==> src/rtl/keypad_scanner_pkg.sv <==
// Shared keypad constants, scan-state enum and key-index helpers.
// Key index layout is 4*row + col; controllers use the named KEY_* indices.
package keypad_pkg;
    localparam int KP_ROWS = 4;
    localparam int KP_COLS = 4;
    localparam int KP_KEYS = 16;

    localparam int KEY_START = 14;
    localparam int KEY_OK    = 10;
    localparam int KEY_FAIL  = 11;
    localparam int KEY_NONE  = 0;

    typedef enum logic {DRIVE, SAMPLE} scan_state_e;

    function automatic logic [3:0] kp_index(input logic [1:0] row, input logic [1:0] col);
        return {row, col};
    endfunction
endpackage

==> src/rtl/keypad_scanner_if.sv <==
// Keypad pin/consumer bundle. KEYPAD_RELEASE_EDGE_EN adds the key_release pulse bus.
interface keypad_scanner_if;
    import keypad_pkg::*;

    logic [KP_ROWS-1:0] row;
    logic [KP_COLS-1:0] col;
    logic [KP_KEYS-1:0] key_press;
    logic [KP_KEYS-1:0] key_edge;
`ifdef KEYPAD_RELEASE_EDGE_EN
    logic [KP_KEYS-1:0] key_release;

    modport master (output row, key_press, key_edge, key_release, input col);
    modport slave  (input row, key_press, key_edge, key_release, output col);
`else
    modport master (output row, key_press, key_edge, input col);
    modport slave  (input row, key_press, key_edge, output col);
`endif
endinterface

==> src/rtl/keypad_scanner_debounce.sv <==
// Single-key debouncer: level flips after DEBOUNCE_SCANS consecutive disagreeing frames.
// KEYPAD_RELEASE_EDGE_EN adds the release pulse output.
module key_debounce #(
    parameter int DEBOUNCE_SCANS = 10
) (
    input  logic clk,
    input  logic rst,
    input  logic frame_done_i,
    input  logic raw_i,
`ifdef KEYPAD_RELEASE_EDGE_EN
    output logic release_o,
`endif
    output logic press_o,
    output logic edge_o
);
    localparam int CW = $clog2(DEBOUNCE_SCANS + 1);

    logic [CW-1:0] cnt_q, cnt_d;
    logic          press_q, press_d;
    logic          edge_q, edge_d;
    logic          rel_q, rel_d;

    always_ff @(posedge clk or negedge rst) begin
        if (!rst) begin
            cnt_q   <= '0;
            press_q <= 1'b0;
            edge_q  <= 1'b0;
            rel_q   <= 1'b0;
        end else begin
            cnt_q   <= cnt_d;
            press_q <= press_d;
            edge_q  <= edge_d;
            rel_q   <= rel_d;
        end
    end

    // The >= compare doubles as saturation: cnt never exceeds DEBOUNCE_SCANS-1.
    always_comb begin
        cnt_d   = cnt_q;
        press_d = press_q;
        edge_d  = 1'b0;
        rel_d   = 1'b0;
        if (frame_done_i) begin
            if (raw_i != press_q) begin
                if (cnt_q >= CW'(DEBOUNCE_SCANS - 1)) begin
                    press_d = ~press_q;
                    cnt_d   = '0;
                    edge_d  = ~press_q;
                    rel_d   = press_q;
                end else begin
                    cnt_d = cnt_q + 1'b1;
                end
            end else begin
                cnt_d = '0;
            end
        end
    end

    assign press_o = press_q;
    assign edge_o  = edge_q;
`ifdef KEYPAD_RELEASE_EDGE_EN
    assign release_o = rel_q;
`endif
endmodule

==> src/rtl/keypad_scanner.sv <==
// 4x4 matrix keypad scanner: row drive, column sync, per-key debounce with edge pulses.
// KEYPAD_RELEASE_EDGE_EN enables the key_release pulse bus.
module keypad_scanner
    import keypad_pkg::*;
#(
    parameter int SCAN_DIV       = 100_000,
    parameter int DEBOUNCE_SCANS = 10
) (
    input  logic             clk,
    input  logic             rst,
    keypad_scanner_if.master kp
);
    localparam int DW = $clog2(SCAN_DIV);

    logic [KP_COLS-1:0] sync1_q, sync2_q;
    logic [KP_COLS-1:0] col_closed;
    scan_state_e        state_q, state_d;
    logic [DW-1:0]      div_q, div_d;
    logic [1:0]         r_q, r_d;
    logic [KP_ROWS-1:0] row_q, row_d;
    logic [KP_KEYS-1:0] raw_q, raw_d;
    logic               frame_done;

    always_ff @(posedge clk or negedge rst) begin
        if (!rst) begin
            sync1_q <= '1;
            sync2_q <= '1;
        end else begin
            sync1_q <= kp.col;
            sync2_q <= sync1_q;
        end
    end

    assign col_closed = ~sync2_q;

    always_ff @(posedge clk or negedge rst) begin
        if (!rst) begin
            state_q <= DRIVE;
            div_q   <= '0;
            r_q     <= 2'd0;
            row_q   <= 4'b1110;
            raw_q   <= '0;
        end else begin
            state_q <= state_d;
            div_q   <= div_d;
            r_q     <= r_d;
            row_q   <= row_d;
            raw_q   <= raw_d;
        end
    end

    // The debouncers consume raw_d so the row-3 columns land in the same frame_done cycle.
    always_comb begin
        state_d    = state_q;
        div_d      = div_q;
        r_d        = r_q;
        row_d      = row_q;
        raw_d      = raw_q;
        frame_done = 1'b0;
        case (state_q)
            DRIVE: begin
                if (div_q == DW'(SCAN_DIV - 2)) begin
                    state_d = SAMPLE;
                    div_d   = '0;
                end else begin
                    div_d = div_q + 1'b1;
                end
            end
            SAMPLE: begin
                raw_d[kp_index(r_q, 2'd0) +: KP_COLS] = col_closed;
                r_d        = r_q + 2'd1;
                row_d      = {row_q[KP_ROWS-2:0], row_q[KP_ROWS-1]};
                frame_done = (r_q == 2'd3);
                state_d    = DRIVE;
            end
            default: state_d = DRIVE;
        endcase
    end

    assign kp.row = row_q;

    for (genvar i = 0; i < KP_KEYS; i++) begin : g_key
        key_debounce #(.DEBOUNCE_SCANS(DEBOUNCE_SCANS)) u_deb (
            .clk          (clk),
            .rst          (rst),
            .frame_done_i (frame_done),
            .raw_i        (raw_d[i]),
`ifdef KEYPAD_RELEASE_EDGE_EN
            .release_o    (kp.key_release[i]),
`endif
            .press_o      (kp.key_press[i]),
            .edge_o       (kp.key_edge[i])
        );
    end
endmodule
==> src/flat_wrapper.sv <==
// flat-port wrapper written by rule: the top's interface ports become plain ports
module keypad_scanner_flat import keypad_pkg::*;
#(
    parameter int SCAN_DIV       = 100_000,
    parameter int DEBOUNCE_SCANS = 10
)
  (clk, rst, kp_row, kp_key_press, kp_key_edge, kp_col);
  keypad_scanner_if kp_i ();
  input  logic clk;
  input  logic rst;
  output wire logic [$bits(kp_i.row)-1:0] kp_row;
  output wire logic [$bits(kp_i.key_press)-1:0] kp_key_press;
  output wire logic [$bits(kp_i.key_edge)-1:0] kp_key_edge;
  input wire logic [$bits(kp_i.col)-1:0] kp_col;
  assign kp_row = kp_i.row;
  assign kp_key_press = kp_i.key_press;
  assign kp_key_edge = kp_i.key_edge;
  assign kp_i.col = kp_col;
  keypad_scanner #(.SCAN_DIV(SCAN_DIV), .DEBOUNCE_SCANS(DEBOUNCE_SCANS)) u_core (.clk(clk), .rst(rst), .kp(kp_i));
endmodule
==> config.mk <==
export PLATFORM = sky130hd
export DESIGN_NAME = keypad_scanner_flat
export DESIGN_NICKNAME = d
export VERILOG_FILES = /design/src/rtl/keypad_scanner_pkg.sv /design/src/rtl/keypad_scanner_if.sv /design/src/rtl/keypad_scanner_debounce.sv /design/src/rtl/keypad_scanner.sv /design/src/flat_wrapper.sv
export SDC_FILE = /design/constraint.sdc
export NUM_CORES = 1
export LEC_CHECK = 0
export ABC_AREA = 1
export CORE_MARGIN = 1.5
export CORE_UTILIZATION = 50
export CTS_BUF_LIST = sky130_fd_sc_hd__clkbuf_4 sky130_fd_sc_hd__clkbuf_8
export CTS_CLUSTER_DIAMETER = 200
export CTS_CLUSTER_SIZE = 10
export DETAILED_ROUTE_END_ITERATION = 10
export PLACE_DENSITY = 0.71
export SKIP_LAST_GASP = 1
export SLEW_MARGIN = 20
export SYNTH_ARGS = -nofsm -noshare
export SYNTH_HDL_FRONTEND = slang
export SYNTH_SLANG_ARGS = --single-unit
==> constraint.sdc <==
create_clock -name clk -period 1.8 [get_ports clk]
set_input_delay 0.36 -clock clk [delete_from_list [all_inputs] [get_ports clk]]
set_output_delay 0.36 -clock clk [all_outputs]
set_load 0.03 [all_outputs]
Yosys cells after proc, flatten, opt, wreduce, memory -nomap -nowiden:

Cells that the tools add are included.

* logic and storage cells: 230
* register bits: 144
* memories: 0
* output and inout bits: 36
* bits in latches: 0
* bits in writable memories: 0
* input bits: 6
* memory bits (read-only): 0

* reduce and logical (&&, ||, !) cells: 16
* multiplexer cells: 86
* add/subtract/negate cells: 19
* equal/unequal tests: 18
* bitwise logic cells: 18
* magnitude comparators: 16
* div/mod/pow operators: 0
* $mul: 0
* shifts and indexed selects: 2

Operators with widths (count)
* $mux W4: 32
* $add A4 B1 Y4 const B: 16
* $ge A4 B4 Y1 const B: 16
* $mux W1: 50
* $reduce_and A3 Y1: 16
* $add A17 B1 Y17 const B: 1
* $eq A17 B17 Y1 const B: 1
* $mux W17: 1
* $not A1 Y1: 17
* $bwmux W16: 1
* $mux W16: 1
* $ne A1 B1 Y1: 16
* $shift A4 B6 Y16 const A: 1
* $shiftx A4 B6 Y16: 1
* $neg A4 Y6: 1
* $not A4 Y4: 1
* $add A2 B1 Y2 const B: 1
* $eq A2 B2 Y1 const B: 1
* $pmux W1 S2: 1

Longest topological paths before layout:

Gate-level depths: netlist (run 1).

* word-level depth: 7
* gate-level depth with buffers: 10
* mapped depth without buffers: 10

By module:

A second synthesis (run 1) with hierarchy kept.

* cells, all modules: 939
* area, all modules: 7930.1 sq um

By module, submodules not included
* key_debounce: area each 351.6 sq um, sequential area each 150.1 sq um, times used 16, cells each 42
* keypad_scanner: area each 2304.7 sq um, sequential area each 1214.9 sq um, times used 1, cells each 267

Worst setup path after synthesis (run 1):

No wires, ideal clock.

* path type: register to register
* from: register u_core.r_q[0]
* to: register u_core.g_key[8].u_deb.cnt_q[2]
* library setup time: 118 ps
* data arrival time: 1663 ps
* stages on the path, launching flop included: 10
* path buffers: 0
* setup slack: 19 ps
* data required time: 1682 ps
* clock period less this slack: 1781 ps
* path through: dfrtp_1 > inv_2 > ha_1 > inv_2 > nor2_4 > nand4_1 > nand2_1 > nand2_1 > nand4_1 > nand2_1

* cells in the longest elaborated chain, start to end: 6
* elaborated cells on any way between the ends: 9
* those cells by class: 1 x add/sub; 2 x eq/ne; 2 x shift; 4 x mux

RTL lines
* start, declared: line keypad_scanner.sv:19 `logic [1:0] r_q, r_d;`
* start signal, assigned: line keypad_scanner.sv:46 `r_q <= r_d;`
* $neg A4 Y6 *: line keypad_scanner.sv:70 `raw_d[kp_index(r_q, 2'd0) +: KP_COLS] = col_closed;`
* $shiftx A4 B6 Y16 / $shift A4 B6 Y16 (equally long branches): line keypad_scanner.sv:70
* $bwmux W16 *: line keypad_scanner.sv:70
* $mux W16 *: line keypad_scanner.sv:60 `case (state_q)`
* named net u_core.g_key[8].u_deb.raw_i: line keypad_scanner_debounce.sv:9 `input logic raw_i,`
* $ne A1 B1 Y1 *: line keypad_scanner_debounce.sv:44 `if (raw_i != press_q) begin`
* $mux W4 *: line keypad_scanner_debounce.sv:44
* end signal, assigned: line keypad_scanner_debounce.sv:30 `cnt_q <= cnt_d;`
* end, declared: line keypad_scanner_debounce.sv:18 `logic [CW-1:0] cnt_q, cnt_d;`

Mark *: on every way through the listed nets, which the timed path passes. The rest lies on a longest branch.
A chain may end at the register's enable or synchronous reset.

Worst setup path after layout (run 1):

* from: register u_core.row_q[1] (netlist: u_core.kp.row[1])
* to: output port kp_row[1]

RTL lines
* start, declared: line keypad_scanner.sv:20 `logic [KP_ROWS-1:0] row_q, row_d;`
* start signal, assigned: line keypad_scanner.sv:47 `row_q <= row_d;`
* end, declared: line flat_wrapper.sv:11 `output wire logic [$bits(kp_i.row)-1:0] kp_row;`

No word-level cell between the ends.

==> impl_metrics.toml, run 1 <==
[logic_synthesis]
ys_ff_latch = 144
synth_area_per_cell_um2 = 8.141
ys_types = 30
syn-num-nets = 1028
ys_seq_area_share_pct = 45.95
ys_warn_count = 0
netlist_area_um2 = 7873
synthCells = 967

[layout]
syn2layout_area_growth_pct = 15.24
drive_gt1_share_pct = 11.75
stdcell_count = 1241
final_nets = 1078
antenna-diode-count = 0

[detailed_routing]
first_pass_iters = 4
dr_total_vias = 5919
vias_per_cell = 4.770
drt_iter0_drc = 416
drc_errors = 0
wirelength_um = 14890
routedWlPerCell_um = 12.00
ant_nets = 0

[power_and_ir_drop]
swShare_pct = 21.46
p_leak_nw = 5.110
ir_worst_vdd_v = 0.0005451
p_comb_share_pct = 1.5
seq_power_share_pct = 54.0
p_per_area_nw_per_um2 = 664.9
power.total_mw = 6.033
p_sw_mw = 1.294
intPower_mw = 4.738
clkPwrFrac_pct = 44.5

[worst_setup_path]
critical_path_required_ps = 1440
cpLargestDelayFamily = "flip-flops"
crit_buf_inv = 1
worstSetupPathType = "reg2out"
crit_chain = "dlygate4sd2_1"
startpoint = "u_core.kp.row[1]"
reg2reg_from = "u_core.r_q[0]"
arrival_ps = 1370
crit_path_max_fanout = 2
crit_cells = 1
max_stage_delay_ps = 530
r2r_slack_ps = 80
reg2regPathDepth = 9
crit_slowest_cell = "dfstp_2"
start_kind = "register"
reg2reg_to = "u_core.g_key[8].u_deb.cnt_q[2]"
cp-endpoint = "kp_row[1]"
end_kind = "output port"

[placement]
post-dp-hpwl_um = 10170
dp.cells = 1198
port_buffers = 41
routabilityCongestion = 0.8399

[clocking]
cts.path.max_buffers = 2
cts_inserted_buffers = 17
numClockSinks = 144
cts-root-buf = "clkbuf_8"
h-tree-depth = 4
clkTransAtPathRegs_ps = 70
clk-insertion-delay-late_ps = 460
cts_tree = "built"

[status]
status = "finished clean"

[grt]
grt_max_degree = 49
grt_use_total_pct = 19.14
grt_pass1_vias = 5524
busiest_layer = "met2"
use_met3_pct = 4.532
grt.overflow.total = 0
use_met1_pct = 25.58
grt_pass1_wl_um = 25380
antenna_found_initial = 0
met2_usage_pct = 31.47

[sta]
worst_pin_slew_ps = 373.4
rsz0062_at_grt = "true"
worst_clock_skew_ps = 11.43
relSlewSlack_pct = 75.10
hold_ws_ps = 308.3
setup_viol = 0
max_freq_ghz = 0.5767
finalHoldViolations = 0
drv_slew = 0
finalCritPeriodShare_pct = 96.33
period_needed_ps = 1734

[floorplan]
initial_core_util_pct = 51.41
coreArea_um2 = 15310
rows = 45
die-area_um2 = 16510
die_h_um = 128.5
die_w_um = 128.5
ios = 42

[job]
maxCapViolations = 0

[hold_path]
hp-class = "in2reg"
state kept, by name (all words and copies together), names as in the netlist:
signal                      cells
u_core.raw_q                   16
u_core.div_q                   17
u_core.state_q                  1
u_core.g_key.u_deb.cnt_q       64
u_core.r_q                      2
u_core.g_key.u_deb.press_o     16
u_core.kp.row                   4
u_core.g_key.u_deb.edge_o      16
u_core.sync2_q                  4
u_core.sync1_q                  4
power groups by stage:
stage	sequential [mW]	combinational, mW	clock [mW]
after global routing	3.26	0.107	2.88
after CTS	3.25	0.0959	2.75
after detailed placement	3.32	0.0943	0
final	3.26	0.0900	2.69
after global placement	3.32	0.0930	0
after floorplan	3.32	0.00221	0
through the flow:
stage | setup TNS [ps] | utilization, % | instance area, µm² | setup slack [ps]
finish | 0 | 59.24 | 9072 | 66.00
detailed placement | -2011 | 55.60 | 8514 | -105.3
global placement | -517.5 | 55.60 | 8514 | -55.88
CTS | 0 | 58.27 | 8924 | 15.06
global route | -570.2 | 59.24 | 9072 | -37.74
floorplan | 0 | - | 7873 | 19.10
Yosys cell counts, drive strengths merged:
| library cell | instances | area, µm² |
|---|---|---|
| a21oi | 14 | 70.07 |
| nor3 | 9 | 61.31 |
| o31ai | 1 | 7.510 |
| mux2 | 3 | 33.78 |
| clkbuf | 7 | 26.28 |
| o21ai | 21 | 105.1 |
| dfstp | 11 | 289.0 |
| nand4 | 41 | 256.5 |
| xnor2 | 7 | 61.31 |
| nor2 | 83 | 326.6 |
| xor2 | 32 | 280.3 |
| nand3b | 5 | 37.54 |
| and2 | 1 | 6.260 |
| inv | 134 | 503.0 |
| nand2 | 291 | 1105 |
| and3 | 3 | 18.77 |
| buf | 42 | 292.8 |
| ha | 55 | 688.2 |
| dfrtp | 133 | 3328 |
| nand3 | 74 | 375.4 |
metal layers:
| layer | vias up | part of all wire (%) |
|---|---|---|
| met1 | 2750 | 49 |
| met3 | 10 | 3.1 |
| met2 | 75 | 47 |
| met4 | 0 | 0.91 |
| met5 | - | 0 |
| li1 | 3084 | - |
cells by family (layout without fill, tap and decap cells):
kind of cell | after synthesis | in the layout | share of synthesized area (%)
simple gates | 507 | 507 | 27.78
buf+inv | 183 | 246 | 10.44
flops | 144 | 144 | 45.95
fa+ha+maj | 55 | 55 | 8.741
xor+xnor | 39 | 39 | 4.339
compound gates | 36 | 36 | 2.320
mux | 3 | 3 | 0.4291
final cells by class:
cell class	instances	area [µm²]
clock buffer	24	324.1
clock inverter	8	101.3
fill	1349	6242
inverter	134	503.0
multi-input combinational	640	3506
sequential	144	3617
tap	211	264.0
timing repair buffer	80	757.0
placed cells by master, fill, tap and decap left out, drive strengths merged:
cell           netlist  routed
mux2                 3       3
clkdlybuf4s50        0       4
dlygate4sd2          0      34
nand2              291     291
a21oi               14      14
xor2                32      32
ha                  55      55
inv                134     134
buf                 42      38
dfstp               11      11
nand3b               5       5
nand4               41      41
and2                 1       1
o31ai                1       1
clkinv               0       3
o21ai               21      21
xnor2                7       7
clkinvlp             0       3
bufinv               0       2
nand3               74      74
nor2                83      83
dlygate4sd3          0       1
clkdlybuf4s15        0       2
dfrtp              133     133
and3                 3       3
nor3                 9       9
clkbuf               7      25
worst min path at each step:
stage                     slack [ps]  startpoint                               to  cells past startpoint
final                            310   kp_col[1]                u_core.sync1_q[1]                      1
after detailed placement         300         rst  u_core.g_key[10].u_deb.cnt_q[1]                      1
after global routing             300   kp_col[1]                u_core.sync1_q[1]                      1
after CTS                        290   kp_col[0]                u_core.sync1_q[0]                      1
after global placement           290         rst  u_core.g_key[10].u_deb.cnt_q[1]                      1
after floorplan                   60         rst                  u_core.div_q[0]                      0
what timing repair did:
| action | in CTS | in global routing |
|---|---|---|
| pin swaps | 0 | 9 |
| endpoints found under the hold margin | 34 | 0 |
| resized for setup | 39 | 21 |
| gates cloned | 0 | 1 |
| hold buffers | 1 | 0 |
| buffers inserted | 0 | 9 |
| setup endpoints to repair | 84 | 65 |
Power figures use the tool's default switching activity.
==> inputs of run 2 (changes only) <==
--- a/config.mk
+++ b/config.mk
@@ -8,11 +8,10 @@
 export ABC_AREA = 1
 export CORE_MARGIN = 1.5
 export CORE_UTILIZATION = 50
-export CTS_BUF_LIST = sky130_fd_sc_hd__clkbuf_4 sky130_fd_sc_hd__clkbuf_8
 export CTS_CLUSTER_DIAMETER = 200
 export CTS_CLUSTER_SIZE = 10
 export DETAILED_ROUTE_END_ITERATION = 10
-export PLACE_DENSITY = 0.71
+export PLACE_DENSITY = 0.68
 export SKIP_LAST_GASP = 1
 export SLEW_MARGIN = 20
 export SYNTH_ARGS = -nofsm -noshare
==> constraint.sdc (replaced) <==
create_clock -name clk -period 2.15 [get_ports clk]
set_input_delay 0.43 -clock clk [delete_from_list [all_inputs] [get_ports clk]]
set_output_delay 0.43 -clock clk [all_outputs]
set_load 0.03 [all_outputs]
==> run 2 against run 1 <==
  * Die area is the same
  * Critical path depth unchanged
  * Via count down 1.1%
  * Register-to-register slack improved by 160 ps
  * Total power shrank 5.8%
  * Non-clock buffer count decreased by 26
  * Largest power group is now clock
==> impl_metrics.toml, run 2 (synthesis results as in run 1) <==
[status]
status = "finished clean"

[worst_setup_path]
max_stage_delay_ps = 670
crit_slowest_cell = "clkdlybuf4s50_1"
critical_path_required_ps = 1720
crit_buf_inv = 1
start_kind = "register"
crit_chain = "clkdlybuf4s50_1"
crit_path_max_fanout = 3
crit_cells = 1
reg2regPathDepth = 9
end_kind = "output port"
cpLargestDelayFamily = "buffers and inverters"
worstSetupPathType = "reg2out"
arrival_ps = 1630

[sta]
drv_slew = 0
worst_clock_skew_ps = 7.798
final.setup.tns_ps = 0
max_freq_ghz = 0.4856
worst_pin_slew_ps = 506.5
setup_viol = 0
period_needed_ps = 2059
layout_setup_ws_ps = 90.81
finalHoldViolations = 0
relSlewSlack_pct = 66.24
finalCritPeriodShare_pct = 95.78
rsz0062_at_grt = "false"

[detailed_routing]
first_pass_iters = 5
wirelength_um = 14630
ant_nets = 0
routedWlPerCell_um = 12.04
dr_total_vias = 5855
drc_errors = 0
drt_iter0_drc = 294
vias_per_cell = 4.819

[layout]
layout_common_cells = "286 x nand2_1, 133 x dfrtp_1, 128 x inv_1, 79 x nor2_1, 73 x nand3_1"
final_nets = 1052
antenna-diode-count = 0
syn2layout_area_growth_pct = 13.72
stdcell_count = 1215
reg.largest.list = "u_core.g_key.u_deb.cnt_q (64), u_core.div_q (17)"
final_common_cell = "nand2_1"
drive_gt1_share_pct = 7.171
top_register = "u_core.g_key.u_deb.cnt_q"
largest_register_ffs = 64

[power_and_ir_drop]
ir_worst_vdd_v = 0.0005855
p_leak_nw = 4.847
seq_power_share_pct = 48.1
intPower_mw = 4.538
p_per_area_nw_per_um2 = 634.7
swShare_pct = 20.14
p_sw_mw = 1.144
clkPwrFrac_pct = 50.6
p_comb_share_pct = 1.4

[grt]
grt_use_total_pct = 19.65
grt.overflow.total = 0
antenna_found_initial = 0
grt_pass1_vias = 5533
grt_pass1_wl_um = 25740
grt_max_degree = 53

[floorplan]
coreArea_um2 = 15310
die_h_um = 128.5
rows = 45
die-area_um2 = 16510
die_w_um = 128.5
initial_core_util_pct = 51.41
ios = 42

[hold_path]
hp-class = "reg2reg"
hold_depth = 0

[clocking]
clkTransAtPathRegs_ps = 60
cts_inserted_buffers = 17
cts.path.max_buffers = 2
cts_tree = "built"
cts_setup_buffers = 0
numClockSinks = 144
cts-root-buf = "clkbuf_16"
h-tree-depth = 4
clk-insertion-delay-late_ps = 420

[job]
maxCapViolations = 0

[placement]
routabilityCongestion = 0.8319
post-dp-hpwl_um = 10180
port_buffers = 41
dp_slack_ps = 245.6
dp.cells = 1182
-- run 2: cell types whose count changed in the layout (fill, tap and decap cells not counted), sizes merged --
cell,before,now
clkdlybuf4s15,2,0
clkdlybuf4s50,4,40
dlygate4sd2,34,0
buf,38,13
clkinv,3,4
clkinvlp,3,1
-- run 2: worst paths after layout --
path,start,endpoint,slack (ps)
worst max register to register,u_core.r_q[0],u_core.g_key[14].u_deb.cnt_q[0],240
max in group asynchronous,rst,u_core.kp.row[1],970
min in group asynchronous,rst,u_core.g_key[9].u_deb.cnt_q[2],540
worst min register to register,u_core.sync1_q[1],u_core.sync2_q[1],350
worst max-delay path,u_core.kp.row[2],kp_row[2],90
worst min-delay path,u_core.sync1_q[1],u_core.sync2_q[1],350
-- run 2: what timing repair did --
item / in CTS / in global routing
gates resized for setup: 0 / 0
hold buffers: 1 / 0
endpoints found under the hold margin: 49 / 0
-- run 2: through the flow --
step | total power, mW | utilization, % | hold WS [ps] | area (µm²)
floorplan | 2.778 | - | 134.4 | 7873
global placement | 2.858 | 54.65 | 346.2 | 8369
detailed placement | 2.859 | 54.65 | 350.9 | 8369
CTS | 5.752 | 58.46 | 352.0 | 8952
global route | 5.879 | 58.46 | 351.2 | 8952
finish | 5.682 | 58.46 | 352.2 | 8952
-- run 2: power by group through the flow --
stage	Clock, mW	Combinational, mW	Sequential [mW]
detailed placement	0	0.0809	2.78
global placement	0	0.0807	2.78
CTS	2.94	0.0821	2.73
floorplan	0	0.00185	2.78
global route	3.06	0.0914	2.73
finish	2.87	0.0771	2.73
-- run 2: final cells by class --
cell class | count | area, µm²
Multi-Input combinational cell | 640 | 3433
Inverter | 134 | 503.0
Clock buffer | 25 | 485.5
Timing Repair Buffer | 54 | 561.8
Sequential cell | 144 | 3617
Fill cell | 1392 | 6362
Tap cell | 211 | 264.0
Clock inverter | 7 | 87.58
-- run 2: per-layer routing --
layer / vias up / global-route usage, % / wire length, µm
met1: 2708 / 26.11 / 7223
met2: 85 / 31.56 / 6697
met4: 0 / 5.618 / 181
li1: 3044 / - / -
met5: - / 0 / 0
met3: 18 / 5.655 / 530
-- run 2: worst register-to-register path: stages, from the launching register on --
cell and delay [ps]:
dfrtp_1 380, inv_2 160, ha_1 370, nor3_2 360, nand2_1 120, nand2_1 120
nand2_1 60, nand2_1 120, nand3_1 80, nand2_1 80
==> inputs of run 3 (changes only) <==
--- a/config.mk
+++ b/config.mk
@@ -7,11 +7,10 @@
 export LEC_CHECK = 0
 export ABC_AREA = 1
 export CORE_MARGIN = 1.5
-export CORE_UTILIZATION = 50
+export CORE_UTILIZATION = 30
 export CTS_CLUSTER_DIAMETER = 200
 export CTS_CLUSTER_SIZE = 10
 export DETAILED_ROUTE_END_ITERATION = 10
-export PLACE_DENSITY = 0.68
 export SKIP_LAST_GASP = 1
 export SLEW_MARGIN = 20
 export SYNTH_ARGS = -nofsm -noshare
==> run 3 against run 2 <==
  * The run now ends with hold timing left
  * Sequential cell count stayed put
  * Sequential share of layout area decreased by 0.53 points
  * Core utilization decreased by 23 points
  * Global-route usage decreased by 7.2 points
  * Clock skew increased by 2.2 ps
  * Routed wire length rose by 6.2%
  * Combinational power decreased by 6.9%
  * Worst setup slack worse by 2.2 ps
  * Fmax shrank 0.11%
==> impl_metrics.toml, run 3 (synthesis results as in run 1) <==
[status]
status = "finished with violations"
violations = "hold timing"

[clocking]
cts_tree = "built"
cts_setup_buffers = 0
h-tree-depth = 4
cts_resized = 0
clk-insertion-delay-late_ps = 430
numClockSinks = 144
cts_inserted_buffers = 17
cts-root-buf = "clkbuf_16"
cts.hold.buffers_added = 0
cts.path.max_buffers = 2
clkTransAtPathRegs_ps = 60

[sta]
setup_viol = 0
finalHoldViolations = 6
final.setup.tns_ps = 0
layout_setup_ws_ps = 88.59
drv_slew = 0
finalCritPeriodShare_pct = 95.88
period_needed_ps = 2061
worst_pin_slew_ps = 409.6
max_freq_ghz = 0.4851
relSlewSlack_pct = 72.70
hold_ws_ps = -21.92
worst_clock_skew_ps = 10.02
rsz0062_at_grt = "false"

[worst_setup_path]
max_stage_delay_ps = 660
crit_path_max_fanout = 3
end_kind = "output port"
cpLargestDelayFamily = "buffers and inverters"
arrival_ps = 1630
crit_buf_inv = 1
start_kind = "register"
critical_path_required_ps = 1720
crit_slowest_cell = "clkdlybuf4s50_1"
worstSetupPathType = "reg2out"
crit_chain = "clkdlybuf4s50_1"

[placement]
routabilityCongestion = 0.8040
port_buffers = 41
dp_slack_ps = 234.6
post-dp-hpwl_um = 10990

[layout]
final_common_cell = "nand2_1"
final_nets = 1049
largest_register_ffs = 64
antenna-diode-count = 0
drive_gt1_share_pct = 7.293
layout_common_cells = "286 x nand2_1, 133 x dfrtp_1, 128 x inv_1, 79 x nor2_1, 73 x nand3_1"
syn2layout_area_growth_pct = 15.24
top_register = "u_core.g_key.u_deb.cnt_q"
fillers = 2603
reg.largest.list = "u_core.g_key.u_deb.cnt_q (64), u_core.div_q (17)"

[power_and_ir_drop]
p_leak_nw = 4.831
p_per_area_nw_per_um2 = 625.5
ir_worst_vdd_v = 0.0005700

[detailed_routing]
drc_errors = 0
drt_iter0_drc = 440
first_pass_iters = 4
ant_nets = 0
vias_per_cell = 4.385
dr_total_vias = 5858
routedWlPerCell_um = 11.63
wirelength_um = 15540

[floorplan]
die_h_um = 165.0
coreArea_um2 = 25910
ios = 42
die-area_um2 = 27220
die_w_um = 165.0
initial_core_util_pct = 30.38
rows = 59

[hold_path]
hp-class = "in2async"

[grt]
grt_use_total_pct = 12.45
grt_max_degree = 74
grt_pass1_vias = 5569
grt_pass1_wl_um = 26830
antenna_found_initial = 0
grt.overflow.total = 0

[job]
maxCapViolations = 0
-- run 3: cell types whose count changed in the layout (fill, tap and decap cells not counted) --
cell	before	now
inv_6	0	4
clkbuf_1	5	2
clkinv_4	0	3
clkinv_2	4	2
buf_12	4	3
buf_4	8	7
bufinv_16	2	1
clkinvlp_4	1	0
dlygate4sd3_1	1	0
-- run 3: area by class of cell --
class                      count  area, µm²  share of cell area, %
tap                          335      419.2                  4.620
clock buffer                  22      474.2                  5.227
multi-input combinational    640       3433                  37.84
inverter                     134      503.0                  5.544
timing repair buffer          51      524.3                  5.779
sequential                   144       3617                  39.87
clock inverter                10      101.3                  1.117
-- run 3: path summary, 6_finish.rpt --
path / depth (start not counted) / endpoint / startpoint / slack (ps)
min in group clk: 0 / u_core.sync2_q[3] / u_core.sync1_q[3] / 370
max in group asynchronous: 2 / u_core.sync2_q[1] / rst / 1800
max reg2reg: 9 / u_core.g_key[10].u_deb.cnt_q[3] / u_core.r_q[1] / 270
min: 2 / u_core.div_q[3] / rst / -20
min reg2reg: 0 / u_core.sync2_q[3] / u_core.sync1_q[3] / 370
max: 1 / kp_row[2] / u_core.kp.row[2] / 90
-- run 3: metrics by stage --
stage / total power, mW / cells / utilization, % / hold slack, ps / area (µm²)
after floorplan: 2.778 / 967 / - / 134.4 / 7873
after CTS: 5.757 / 1336 / 35.01 / 2.866 / 9072
after global placement: 2.855 / 1304 / 32.79 / 359.0 / 8497
final: 5.674 / 1336 / 35.01 / -21.92 / 9072
after global routing: 5.897 / 1336 / 35.01 / 14.93 / 9072
after detailed placement: 2.856 / 1304 / 32.79 / 357.4 / 8497
-- run 3: report_power, final --
part | internal, mW | switching, mW | leakage (nW)
logic | 0.0164 | 0.0554 | 2.59
registers | 2.72 | 0.00484 | 1.96
clock network | 1.70 | 1.17 | 0.286
-- run 3: metal layers --
metal  up-vias  wire length, µm  part of all wire, %  global-route usage, %
met5         -                0                    0                      0
met4         0              199                  1.3                  3.931
met3        15              554                  3.6                  3.315
met2        79             7113                   46                  19.74
met1      2720             7674                   49                  16.45
li1       3044                -                    -                      -
